==> src/rtl/clkdiv_pkg.sv <==
// clkdiv_pkg: shared state encoding, reset ratio and ratio sanitising for clkdiv_sched
package clkdiv_pkg;
   localparam logic [1:0] ST_IDLE = 2'd0;
   localparam logic [1:0] ST_RUN  = 2'd1;
   localparam logic [1:0] ST_PEND = 2'd2;
   localparam int CLKDIV_DEFAULT_DIV = 3;
   function automatic logic [31:0] sanitize_div(input logic [31:0] d);
      return (d == 32'd0) ? 32'd1 : d;
   endfunction
endpackage

==> src/rtl/clkdiv_sched_rr_arb.sv <==
// rr_arb: NREQ-way round-robin arbiter, one-hot grant, pointer moves past the winner on accept
module rr_arb #(
   parameter int NREQ = 2,
   localparam int PW = (NREQ > 1) ? $clog2(NREQ) : 1
)(
   input  logic            clk,
   input  logic            reset,
   input  logic            en,
   input  logic [NREQ-1:0] valid,
   output logic [NREQ-1:0] gnt,
   output logic [PW-1:0]   gnt_idx
);
   logic [PW-1:0] ptr_q, ptr_d, sel, idx;
   logic found;
   // Pick the first valid requester at or after the pointer; advance past it when granted.
   always_comb begin
      sel = ptr_q;
      idx = ptr_q;
      found = 1'b0;
      for (int k = 0; k < NREQ; k++) begin
         idx = PW'((int'(ptr_q) + k) % NREQ);
         if (!found && valid[idx]) begin
            found = 1'b1;
            sel = idx;
         end
      end
      gnt = (found && en) ? NREQ'(1) << sel : '0;
      ptr_d = (found && en) ? ((sel == PW'(NREQ - 1)) ? '0 : sel + PW'(1)) : ptr_q;
   end
   assign gnt_idx = sel;
   // Round-robin pointer register.
   always_ff @(posedge clk) begin
      if (reset) ptr_q <= '0;
      else ptr_q <= ptr_d;
   end
endmodule

==> src/rtl/clkdiv_sched.sv <==
// clkdiv_sched: run-time divider with round-robin ratio updates applied only at half-period boundaries (option: CLKDIV_SCHED_UPDCNT_EN adds upd_cnt)
module clkdiv_sched
   import clkdiv_pkg::*;
#(
   parameter int CNT_W = 16,
   parameter int NREQ = 2,
   parameter int DEFAULT_DIV = CLKDIV_DEFAULT_DIV
)(
   input  logic                  clk,
   input  logic                  reset,
   input  logic                  run_en,
   input  logic [NREQ-1:0]       req_valid,
   input  logic [NREQ*CNT_W-1:0] req_div,
   output logic [NREQ-1:0]       req_ready,
   output logic                  div_out,
   output logic                  tick,
   output logic [CNT_W-1:0]      cur_div,
   output logic                  upd_pend
`ifdef CLKDIV_SCHED_UPDCNT_EN
   ,output logic [7:0]           upd_cnt
`endif
);
   localparam int PW = (NREQ > 1) ? $clog2(NREQ) : 1;
   logic [1:0] state_q, state_d;
   logic [CNT_W-1:0] cnt_q, cnt_d, cur_div_q, cur_div_d, pend_div_q, pend_div_d, new_div;
   logic div_q, div_d, tick_q, tick_d, hs, wrap, counting;
   logic [PW-1:0] gnt_idx;
   rr_arb #(.NREQ(NREQ)) u_arb (
      .clk(clk),
      .reset(reset),
      .en(!reset && state_q != ST_PEND),
      .valid(req_valid),
      .gnt(req_ready),
      .gnt_idx(gnt_idx)
   );
   assign hs = |req_ready;
   assign new_div = CNT_W'(sanitize_div(32'(req_div[gnt_idx*CNT_W +: CNT_W])));
   assign counting = run_en && state_q != ST_IDLE;
   assign wrap = cnt_q == cur_div_q - CNT_W'(1);
   // Next state, counter/toggle, and ratio hand-off; a RUN handshake only ever waits for a later wrap.
   always_comb begin
      state_d = !run_en ? ST_IDLE
              : (state_q == ST_IDLE) ? ST_RUN
              : (state_q == ST_RUN && hs) ? ST_PEND
              : (state_q == ST_PEND && wrap) ? ST_RUN
              : state_q;
      cnt_d = (!counting || wrap) ? '0 : cnt_q + CNT_W'(1);
      div_d = counting && (div_q ^ wrap);
      tick_d = counting && wrap;
      pend_div_d = (state_q == ST_RUN && hs) ? new_div : pend_div_q;
      cur_div_d = (state_q == ST_PEND && (wrap || !run_en)) ? pend_div_q
                : (hs && (state_q == ST_IDLE || !run_en)) ? new_div
                : cur_div_q;
   end
   // Divider and scheduler registers.
   always_ff @(posedge clk) begin
      if (reset) begin
         state_q    <= ST_IDLE;
         cnt_q      <= '0;
         div_q      <= 1'b0;
         tick_q     <= 1'b0;
         cur_div_q  <= CNT_W'(DEFAULT_DIV);
         pend_div_q <= CNT_W'(DEFAULT_DIV);
      end else begin
         state_q    <= state_d;
         cnt_q      <= cnt_d;
         div_q      <= div_d;
         tick_q     <= tick_d;
         cur_div_q  <= cur_div_d;
         pend_div_q <= pend_div_d;
      end
   end
   assign div_out = div_q;
   assign tick = tick_q;
   assign cur_div = cur_div_q;
   assign upd_pend = state_q == ST_PEND;
`ifdef CLKDIV_SCHED_UPDCNT_EN
   logic [7:0] upd_cnt_q, upd_cnt_d;
   logic applied;
   // Count every ratio written into cur_div, holding at 255.
   always_comb begin
      applied = (hs && (state_q == ST_IDLE || !run_en)) || (state_q == ST_PEND && (wrap || !run_en));
      upd_cnt_d = (applied && upd_cnt_q != 8'hFF) ? upd_cnt_q + 8'd1 : upd_cnt_q;
   end
   // Applied-update counter register.
   always_ff @(posedge clk) begin
      if (reset) upd_cnt_q <= '0;
      else upd_cnt_q <= upd_cnt_d;
   end
   assign upd_cnt = upd_cnt_q;
`endif
endmodule

==> config.mk <==
export PLATFORM = sky130hd
export DESIGN_NAME = clkdiv_sched
export DESIGN_NICKNAME = d
export VERILOG_FILES = /design/src/rtl/clkdiv_pkg.sv /design/src/rtl/clkdiv_sched_rr_arb.sv /design/src/rtl/clkdiv_sched.sv
export SDC_FILE = /design/constraint.sdc
export NUM_CORES = 1
export LEC_CHECK = 0
export CORE_UTILIZATION = 43
export DETAILED_ROUTE_END_ITERATION = 10
export PLACE_DENSITY_LB_ADDON = 0.12
export RECOVER_POWER = 25
export SLEW_MARGIN = 20
export SYNTH_ARGS = -nofsm -noshare
export SYNTH_HDL_FRONTEND = slang
export SYNTH_SLANG_ARGS = --single-unit
==> constraint.sdc <==
create_clock -name clk -period 2.5 [get_ports clk]
set_input_delay 0.25 -clock clk [delete_from_list [all_inputs] [get_ports clk]]
set_output_delay 0.25 -clock clk [all_outputs]
set_load 0.03 [all_outputs]
Word-level counts from Yosys, hierarchy flattened
Cells that the tools add are included. W data, S select, Z words.

Flip-flop bits (word level): 53. Input port bits: 37. Output and inout port bits: 21. Word-level logic and storage cells: 64.

Add/subtract/negate cells: 4. Magnitude comparators: 2. Equality and inequality tests: 4. Shift operators: 2. Muxes and demuxes: 15. Bitwise logic cells: 2. Reduce and logical (&&, ||, !) cells: 27.

Operators with widths (number): $mux W16 (3); $shiftx A32 B6 Y16 (1); $add A16 B1 Y16 const B (1); $eq A16 B16 Y1 (1); $logic_not A16 Y1 (1); $sub A16 B1 Y16 const B (1); $logic_and A1 B1 Y1 (10); $mux W1 (9); $mux W2 (3); $reduce_bool A2 Y1 (3); $reduce_or A2 Y1 (3); $logic_not A1 Y1 (4); $lt A1 B2 Y1 const B (2); $logic_or A1 B1 Y1 (3); $reduce_bool A3 Y1 (1); $reduce_or A3 Y1 (1); $add A1 B1 Y1 const B (2); $eq A2 B1 Y1 const B (1); $eq A2 B2 Y1 const B (1); $logic_not A2 Y1 (1); $ne A2 B2 Y1 const B (1); $shl A1 B1 Y2 const A (1); $not A1 Y1 (1); $xor A1 B1 Y1 (1).

Longest topological paths before layout
Depth after elaboration: 12. Gate-level depth with buffers: 11. Depth with buffers taken out: 9.

Modules after synthesis
Synthesis repeated with hierarchy kept, for this count alone.

Cell total of the unflattened synthesis: 387. Area, all modules: 3158.0 um^2.

By module, submodules not included: clkdiv_sched (times used 1, cells an instance 376, area each 3080.5 um^2, sequential area each 1041.0 um^2); rr_arb (times used 1, cells an instance 11, area each 77.6 um^2, sequential area each 20.0 um^2).

Worst setup path after synthesis
OpenSTA, ideal clock, no wires.

Kind: register to register. Start point: register cur_div_q[0], in the netlist cur_div[0]. End point: register cur_div_q[0], in the netlist cur_div[0]. Setup time: 0.126 ns. Data arrival time: 2.777 ns. Required time: 2.374 ns. Path slack: -0.403 ns. Cell stages (with the launch flop): 12. Buffers on the path: 2. Clock period less this slack: 2.903 ns. Cell sequence: dfxtp_1 -> inv_1 -> ha_1 -> or3b_2 -> nor3_1 -> or3b_2 -> a221oi_4 -> o2111ai_4 -> a21o_1 -> buf_6 -> buf_12 -> mux2i_1.

Cells in the longest elaborated chain, start to end: 5. Elaborated cells on any way between the ends: 6. Those cells by class: 1 x add/sub; 1 x eq/ne; 1 x mux; 3 x reduce/logical.

RTL lines: from (decl) (line clkdiv_sched.sv:25) `logic [CNT_W-1:0] cnt_q, cnt_d, cur_div_q, cur_div_d, pend_div_q, pend_div_d, new_div;`; from (signal assigned) (line clkdiv_sched.sv:62) `cur_div_q <= CNT_W'(DEFAULT_DIV);`; from (signal assigned) (line clkdiv_sched.sv:69) `cur_div_q <= cur_div_d;`; $sub A16 B1 Y16 (*) (line clkdiv_sched.sv:39) `assign wrap = cnt_q == cur_div_q - CNT_W'(1);`; $eq A16 B16 Y1 (*) (line clkdiv_sched.sv:39); $logic_or A1 B1 Y1 (*) (line clkdiv_sched.sv:51) `cur_div_d = (state_q == ST_PEND && (wrap || !run_en)) ? pend_div_q`; $logic_and A1 B1 Y1 (*) (line clkdiv_sched.sv:51); $mux W16 / $reduce_bool A2 Y1 (equally long branches).

Mark *: on every way between the ends. The rest lies on a longest branch, timed or not. A chain may end at the register's enable or synchronous reset.

Final worst setup path
Start point: register cur_div_q[9], in the netlist cur_div[9]. End point: register cur_div_q[0], in the netlist cur_div[0].

Same word-level chain as after synthesis.

==> metrics.md <==
| Metric | Value |
|---|---|
| Drt wl/cell | between 10 and 15 um |
| Post-synthesis sequential area ratio | 0.351 |
| Peak supply drop | around 0.36 mV |
| Static Leak | approximately 1.6 nW |
| Clk slew on worst S/H paths | about 0.1 ns |
| Die Footprint | ~7400 um2 |
| Initial Util | 0.445 |
| Yosys top cell area share | 0.351 |
| Initial antenna violation count | 0 |
| Post-route cell area | a little over 4000 um2 |
| Most frequent cell after synthesis | dfxtp_1 |
| Syn nets | 390 |
| Layout cell share with drive strength beyond 1 | 0.172 |
| Post-Syn Instances | about 350 |
| Hold Vio Cnt, Final | 0 |
| CP Max Fanout | 8 |
| ANT nets after route | 0 |
| # nets final | 456 |
| CTS tree | built |
| Pre-CTS setup slack | -0.114 ns |
| Hold WC Path Type | flop to flop |
| Status | complete, no violations |
| Synth warn | 0 |
| Routability cong. | ~0.81 |
| Number of flops mapped to enable cells by yosys | 0 |
| Setup CP Type | flop to flop |
| Port Buffers | 57 |
| Netlist cell types | 51 |
| Initial DRC count | 84 |
| Worst EP arrival | ~2.7 ns |
| CP Launch Point | cur_div[9]$_SDFFE_PP0P_ |
| Vias in the first global route | 2693 |
| Critical Path RT | 2.70 ns |
| Detailed-route wire length | approximately 7600 um |
| RSZ-0062 raised after global routing | true |
| Synth area leaders | dfxtp_1 (35%), mux2i_1 (11%), xor2_1 (5.8%), a21oi_1 (5.6%), xnor2_1 (5.2%) |
| Io pins | 58 |
| Hold-critical path depth | 2 |
| Peak Freq | 400 MHz |
| DRC Markers | 0 |
| ANT cells | 0 |
| Tmin final | 2.50 ns |
| Avg Synthesized Cell Area | between 8 and 9 um2 |
| Design Power | approximately 0.0021 W |
| Drt first pass iters | 4 |
| Area Growth Syn to Fin | 34.4% |
| Final setup fails | 0 |
| Die Ht | approximately 86 um |
| Largest net degree at the start of global routing | 43 |
| Slew Limit Fails | 0 |
| Post-synth design cell area | between 3000 and 4000 um2 |
| Yosys top cell by area | dfxtp_1 |
| Fraction of registers with async set/reset | 0 |
| Gr usage total | 0.225 |
| CP Capture Type | flop |
| Pwr dens | between 500 and 600 nW/um2 |
| H-Tree Depth | 2 |
| Global-route wire length before repair | 13100 um |
| Skew final | about 0.007 ns |
| Die Wd | approximately 86 um |
| GR Overflow Total | 0 |
| Synth top cells by count | dfxtp_1 (53), nand2_1 (35), a21oi_1 (34) |
| Post-Route Setup TNS | 0 ns |
| Clk_lat worst skew | a little over 0.3 ns |
| Max clock buf depth | 2 |
| Final period util | 0.999 |
| CTS root buf | clkbuf_8 |
| TritonCTS Sinks | 53 |
| Via count | 2736 |
| Most used DFF post-synth | dfxtp_1 |
| Final core utilization | 0.598 |
| Setup ws final | roughly 0.0016 ns |
| Max_cap viols | 0 |
| CTS Buf Count | 5 |
| Row count | 30 |
| CP startpoint kind | flop |
| Slew headroom | 0.664 |
| Vias/cell | 5.32 |
| Worst R2R Start | cur_div[9]$_SDFFE_PP0P_ |
| Reg2Reg Depth | 8 |
| Post-DP HPWL | roughly 5700 um |
| Hold_sp | pend_div_q[2]$_SDFFE_PP0P_ |
| Post-DP Area | ~3900 um2 |
| R2R setup slack | about 0.0016 ns |
| Core footprint | between 6000 and 7000 um2 |
| CTS Hold Buffers Added | 0 |
| Yosys reg bits | 53 |
| Worst-margin pin slew | ~0.5 ns |
registers in the layout (all words and copies together) (netlist names):
signal,flops
u_arb.ptr_q,1
state_q,2
pend_div_q,16
tick,1
cur_div,16
div_out,1
cnt_q,16
layout make-up:
class / instances / area (um2)
flip-flops and latches: 53 / 1080
repair buffers: 83 / 800
clock inverters: 3 / 46.3
fillers: 611 / 2730
well taps: 96 / 120
multi-input cells: 266 / 1910
clock buffers: 5 / 68.8
inverters: 8 / 35.0
metrics by stage:
stage	hold slack, ns	cells
2_1_floorplan	0.366	351
3_3_place_gp	0.434	503
3_5_place_dp	0.440	503
4_1_cts	0.457	511
5_1_grt	0.479	514
6_report	0.457	514
layer usage:
layer	up-vias	wire length, um	track usage
li1	1390	-	-
met1	1292	3670	0.304
met2	45	3630	0.370
met3	9	211	0.0346
met4	0	103	0.0652
met5	-	0	0
worst max-delay path: stages, from the launching register on:
cell,delay (ns)
dfxtp_4,0.35
or4_4,0.61
xor2_1,0.18
nand4_1,0.16
a221oi_4,0.33
o2111ai_4,0.18
a21o_4,0.28
clkbuf_16,0.17
mux2i_1,0.12
timing repair:
item | 4_1_cts | 5_1_grt
endpoints found under the setup margin | 16 | 33
setup buffers | 0 | 2
pin swaps | 0 | 2
gates resized for setup | 1 | 10
cloned | 0 | 1
endpoints found under the hold margin | 0 | 0
layout by cell type (no fill, tap or decap), types with 8 or more instances in the layout:
master / instances
buf_4: 24
nor3_1: 8
xnor2_1: 18
nand2_1: 35
mux2i_1: 32
dfxtp_1: 45
xor2_1: 20
a21oi_1: 33
clkdlybuf4s50_1: 50
nor2_1: 30
nand3_1: 11
o211ai_1: 17
power breakdown:
group	internal [W]	switching [W]	total, W	leakage [nW]
Clock	0.000300	0.000304	0.000605	0.0543
Combinational	0.000262	0.000300	0.000562	1.08
Sequential	0.000893	0.0000385	0.000931	0.437
Total	0.00146	0.000643	0.00210	1.57
cell families (layout without fill, tap and decap cells):
family          Yosys count  in the layout  share of synthesized area
compound gates           68             68                      0.155
xor+xnor                 38             38                      0.110
fa+ha+maj                 3              3                     0.0116
buf+inv                  32             99                     0.0525
flops                    53             53                      0.351
mux                      32             32                      0.106
simple gates            125            125                      0.214
path summary, 6_finish.rpt:
check,endpoint
setup reg to reg,cur_div[0]$_SDFFE_PP1P_
setup / recovery,cur_div[0]$_SDFFE_PP1P_
hold reg to reg,cur_div[2]$_SDFFE_PP0P_
hold / removal,cur_div[2]$_SDFFE_PP0P_
Power figures use the tool's default switching activity.
